===== src/rtl/seven_seg_scan_ctrl.sv =====
// Eight-digit common-anode seven-segment scan controller with a double-buffered display image.
// Optional build macro SEVSEG_GHOST_BLANK_EN blanks the first BLANK_CYCLES cycles of every digit slot.
module seven_seg_scan_ctrl #(
   parameter int REFRESH_DIV  = 100000,
   parameter int BLANK_CYCLES = 64
) (
   input  logic        clk,
   input  logic        rst_n,
   input  logic [31:0] digits,
   input  logic [7:0]  digit_en,
   input  logic [7:0]  dp,
   input  logic        load,
   output logic [2:0]  sel,
   output logic [7:0]  anode,
   output logic [6:0]  cathode,
   output logic        dp_n,
   output logic        frame_done
);

   localparam int PW = $clog2(REFRESH_DIV);

   typedef struct packed {
      logic [31:0] digits;
      logic [7:0]  en;
      logic [7:0]  dp;
   } image_t;

   if (REFRESH_DIV < 2 || REFRESH_DIV > (1 << 24)) begin : g_bad_div
      $error("REFRESH_DIV must lie in 2..2^24");
   end
   if (BLANK_CYCLES >= REFRESH_DIV) begin : g_bad_blank
      $error("BLANK_CYCLES must be smaller than REFRESH_DIV");
   end

   logic [PW-1:0] prescaler;
   image_t        shadow;
   image_t        active;
   logic          tick;
   logic          wrap;
   logic          blank;
   logic [3:0]    nibble;
   logic [7:0]    anode_next;
   logic [6:0]    cathode_next;
   logic          dp_n_next;

   assign tick = (prescaler == PW'(REFRESH_DIV - 1));
   assign wrap = tick && (sel == 3'd7);

`ifdef SEVSEG_GHOST_BLANK_EN
   assign blank = (prescaler < PW'(BLANK_CYCLES));
`else
   assign blank = 1'b0;
`endif

   assign nibble = active.digits[{sel, 2'b00} +: 4];

   // Drive for the current slot; registered below so outputs trail sel by one cycle.
   always_comb begin
      anode_next   = 8'hFF;
      cathode_next = 7'h7F;
      dp_n_next    = 1'b1;
      if (active.en[sel] && !blank) begin
         anode_next = ~(8'h01 << sel);
         dp_n_next  = ~active.dp[sel];
         case (nibble)
            4'h0: cathode_next = 7'b1000000;
            4'h1: cathode_next = 7'b1111001;
            4'h2: cathode_next = 7'b0100100;
            4'h3: cathode_next = 7'b0110000;
            4'h4: cathode_next = 7'b0011001;
            4'h5: cathode_next = 7'b0010010;
            4'h6: cathode_next = 7'b0000010;
            4'h7: cathode_next = 7'b1111000;
            4'h8: cathode_next = 7'b0000000;
            4'h9: cathode_next = 7'b0010000;
            4'hA: cathode_next = 7'b0001000;
            4'hB: cathode_next = 7'b0000011;
            4'hC: cathode_next = 7'b1000110;
            4'hD: cathode_next = 7'b0100001;
            4'hE: cathode_next = 7'b0000110;
            default: cathode_next = 7'b0001110;
         endcase
      end
   end

   // The active image only changes on the 7->0 tick, so a frame is never torn;
   // a load on that same edge lands in shadow and waits for the next frame.
   always_ff @(posedge clk) begin
      if (!rst_n) begin
         prescaler  <= '0;
         sel        <= 3'd0;
         shadow     <= '0;
         active     <= '0;
         anode      <= 8'hFF;
         cathode    <= 7'h7F;
         dp_n       <= 1'b1;
         frame_done <= 1'b0;
      end else begin
         prescaler  <= tick ? '0 : prescaler + 1'b1;
         if (tick) begin
            sel <= sel + 3'd1;
         end
         if (load) begin
            shadow <= '{digits: digits, en: digit_en, dp: dp};
         end
         if (wrap) begin
            active <= shadow;
         end
         frame_done <= wrap;
         anode      <= anode_next;
         cathode    <= cathode_next;
         dp_n       <= dp_n_next;
      end
   end

endmodule


===== config.mk =====
export PLATFORM = sky130hd
export DESIGN_NAME = seven_seg_scan_ctrl
export DESIGN_NICKNAME = d
export VERILOG_FILES = /design/src/rtl/seven_seg_scan_ctrl.sv
export SDC_FILE = /design/constraint.sdc
export NUM_CORES = 1
export LEC_CHECK = 0
export ABC_AREA = 1
export CAP_MARGIN = 0
export CORE_MARGIN = 3
export CORE_UTILIZATION = 33
export DETAILED_ROUTE_END_ITERATION = 10
export PLACE_DENSITY_LB_ADDON = 0.1
export SETUP_SLACK_MARGIN = 0.3
export SYNTH_ARGS = -nofsm -noshare
export SYNTH_HDL_FRONTEND = slang
export SYNTH_SLANG_ARGS = --single-unit

===== constraint.sdc =====
create_clock -name clk -period 2.09 [get_ports clk]
set_input_delay 0.3135 -clock clk [delete_from_list [all_inputs] [get_ports clk]]
set_output_delay 0.3135 -clock clk [all_outputs]
set_load 0.02 [all_outputs]

==> metrics.md <==
| Metric | Value |
|---|---|
| Number of I/O port buffers | `70` |
| Status | `complete, no violations` |
| Period Utilization, post-route | `82.2%` |
| Final hold slack | `0.251 ns` |
| Syn Nets | `892` |
| CP max FO | `6` |
| Post-Synth Simple-Gate Area | `30.3%` |
| Synth area leaders | `dfxtp_1, nand2_1, nor2_1, inv_1, nand4_1` |
| Post-synthesis compound-gate area fraction | `10.5%` |
| Yosys top cell area share | `45.0%` |
| Die width | `140 µm` |
| Worst Path Buf+Inv | `2` |
| Ys async rst share | `0%` |
| Largest family of logic cells by synthesized area | `simple AND/OR/NAND/NOR gates` |
| Overall power | `6.03 mW` |
| Setup TNS | `0 ns` |
| Final core occ | `45.7%` |
| CTS Buffer Depth | `2` |
| Worst-Margin Slew | `0.387 ns` |
| Levels on crit path | `11` |
| NumNets Final | `967` |
| Area share of fa/ha/maj cells after synthesis | `2.75%` |
| DR pass1 iterations | `4` |
| Congestion Overflow GR | `0` |
| Worst hold path class | `in2reg` |
| Post-route cell area | `7950 µm²` |
| Clk slew on worst S/H paths | `0.06 ns` |
| Initial Util | `34.0%` |
| Vias in the first global route | `5169` |
| Sink Count | `133` |
| Seq/Total Area, Yosys | `45.0%` |
| Via Count | `5444` |
| CP max stage delay | `0.35 ns` |
| Worst reg2reg endpoint | `active[23]$_SDFFE_PN0P_` |
| Number of enable flip-flop cells after synthesis | `0` |
| Capture point of the critical path | `active[23]$_SDFFE_PN0P_` |
| Worst Path Arrival | `2.06 ns` |
| Mapped Cells | `828` |
| Setup crit start kind | `flip-flop` |
| First-pass GRT wire length | `24600 µm` |
| Diode count | `0` |
| Slowest CP cell | `dfxtp_2` |
| H-tree levels | `4` |
| Wire length per cell | `13.6 µm` |
| Initial antenna violation count | `0` |
| Post-synth top flop | `dfxtp_1` |
| Placeable Area | `17400 µm²` |
| Worst setup EP type | `flip-flop` |
| Max frequency | `582 MHz` |
| Final setup fails | `0` |
| Ys Warns | `0` |
| Cell Area, Synth | `5910 µm²` |
| Crit-path leading delay family | `simple AND/OR/NAND/NOR gates` |
| Reg-to-reg startpoint | `prescaler[1]$_SDFF_PP0_` |
| Layout cell share with drive strength beyond 1 | `12.8%` |
| DIE HEIGHT | `140 µm` |
| Mean Syn Cell Area | `7.14 µm²` |
| Ports | `71` |
| CTS tree | `built` |
| Fin. max-slew vios | `0` |
| Unrepaired setup endpoints after global routing | `yes` |
| PD cells | `758 nW/µm²` |
| Total track usage | `15.2%` |
| Clk_lat worst skew | `0.41 ns` |
| Dpl cell area | `6810 µm²` |
| DIE AREA | `19600 µm²` |
| Hpwl dp | `9670 µm` |
| Post-synthesis xor/xnor area fraction | `0.889%` |
| Post-synth top area cell | `dfxtp_1` |
| Hold Buf Count CTS | `0` |
| PnR worst setup slack | `0.373 ns` |
| # fillers | `1787` |
| Lkg Pwr | `3.22 nW` |
| Layout Cells excl Fill | `1141` |
| MaxCap Viol Count | `0` |
| Mux contribution to synthesized area | `0%` |
| CP Data Required Time | `2.44 ns` |
| Hold path depth | `3` |
| Count leader, synth | `nand2_1` |
| Place WS | `0.219 ns` |
| Max-slew headroom | `74.1%` |
| Worst Setup SP | `prescaler[1]$_SDFF_PP0_` |
| Routability cong. | `0.904` |
| TritonCTS buffer count | `17` |
| R2R cell count | `11` |
| Largest net degree at the start of global routing | `97` |
| Antenna-violating nets left | `0` |
| Drt total wl | `15500 µm` |
| Post-synth top cells | `nand2_1, dfxtp_1, nor2_1` |
| Layout area overhead | `34.4%` |
| R2R Setup Slk | `0.37 ns` |
| Flops & latches, synth | `133` |
| Rows | `48` |
| Worst-path cell chain | `ha_4, nand2_4, nor2_4, nand4_1, nor2_2, nand2_2, nor2_4, buf_6, clkbuf_16, nor2_1, nor2_1` |
| Placed insts | `1084` |
| Post-synth cell types | `32` |
| Worst Clk Skew | `0.00926 ns` |
| Via density | `4.77` |
| Root Buffer | `clkbuf_16` |
| Crit path time final | `1.72 ns` |
| CP Class | `reg2reg` |
| DRC Markers | `0` |
| IR drop worst, VDD | `0.000610 V` |
| Endpoints failing hold | `0` |
| DR iter-0 viols | `245` |
==> metal layers <==
metal / vias to the layer above / GRT usage [%] / wire length, µm
met4: 0 / 5.46 / 277
met1: 2501 / 20.3 / 7560
met3: 18 / 3.51 / 565
met2: 98 / 24.2 / 7100
met5: - / 0 / 0
li1: 2827 / - / -
==> worst min path at each step <==
stage                            startpoint                      end  slack, ns
global placement    prescaler[0]$_SDFF_PP0_  prescaler[0]$_SDFF_PP0_       0.43
CTS                                   rst_n      sel[1]$_SDFFE_PN0N_       0.24
floorplan           prescaler[0]$_SDFF_PP0_  prescaler[0]$_SDFF_PP0_       0.42
detailed placement  prescaler[0]$_SDFF_PP0_  prescaler[0]$_SDFF_PP0_       0.44
finish                                rst_n      sel[1]$_SDFFE_PN0N_       0.25
global route                          rst_n   shadow[1]$_SDFFE_PN0P_       0.27
==> sequential cells by signal (all words and copies together), names as in the netlist <==
register,cells
active,48
anode,8
cathode,7
dp_n,1
frame_done,1
prescaler,17
sel,3
shadow,48
==> layout make-up <==
class | count | area (µm²) | area share, %
multi-input cells | 542 | 2740 | 34.4
repair buffers | 109 | 1240 | 15.6
flip-flops and latches | 133 | 2670 | 33.6
clock inverters | 8 | 120 | 1.51
well taps | 225 | 282 | 3.54
clock buffers | 24 | 502 | 6.31
inverters | 100 | 394 | 4.96
==> cell usage in the layout, fill, tap and decap left out, drive strengths merged, types with 2 or more instances in the layout <==
cell / instances
nand2: 144
dfxtp: 133
clkbuf: 29
ha: 13
o211ai: 3
o21ai: 59
clkinvlp: 5
a32o: 2
a21oi: 55
nand4: 53
buf: 35
nor3: 4
clkinv: 4
xor2: 5
nand3: 55
clkdlybuf4s50: 66
bufinv: 3
nor2: 142
dlygate4sd2: 3
inv: 96
==> timing repair <==
item,CTS,global route
endpoints found under the setup margin,72,80
gates resized for setup,16,39
setup buffers,10,6
cloned,3,6
pin swaps,0,9
==> cells by family (layout without fill, tap and decap cells) <==
kind of cell	count (synthesis)	in the layout
compound gates	120	120
xor+xnor	6	6
fa+ha+maj	13	13
buf+inv	153	241
flops	133	133
simple gates	403	403
==> worst register-to-register path, cell delays in order (launching register included) <==
cell	delay (ns)
dfxtp_2	0.35
ha_4	0.15
nand2_4	0.07
nor2_4	0.10
nand4_1	0.10
nor2_2	0.17
nand2_2	0.10
nor2_4	0.16
buf_6	0.17
clkbuf_16	0.16
nor2_1	0.04
nor2_1	0.08
==> power breakdown <==
part	internal, mW	leakage (nW)	switching (mW)
Sequential	2.60	1.09	0.0199
Clock	2.03	0.302	1.08
Combinational	0.146	1.83	0.150
Total	4.78	3.22	1.25
Note: power is estimated with default switching activity, not from simulation.
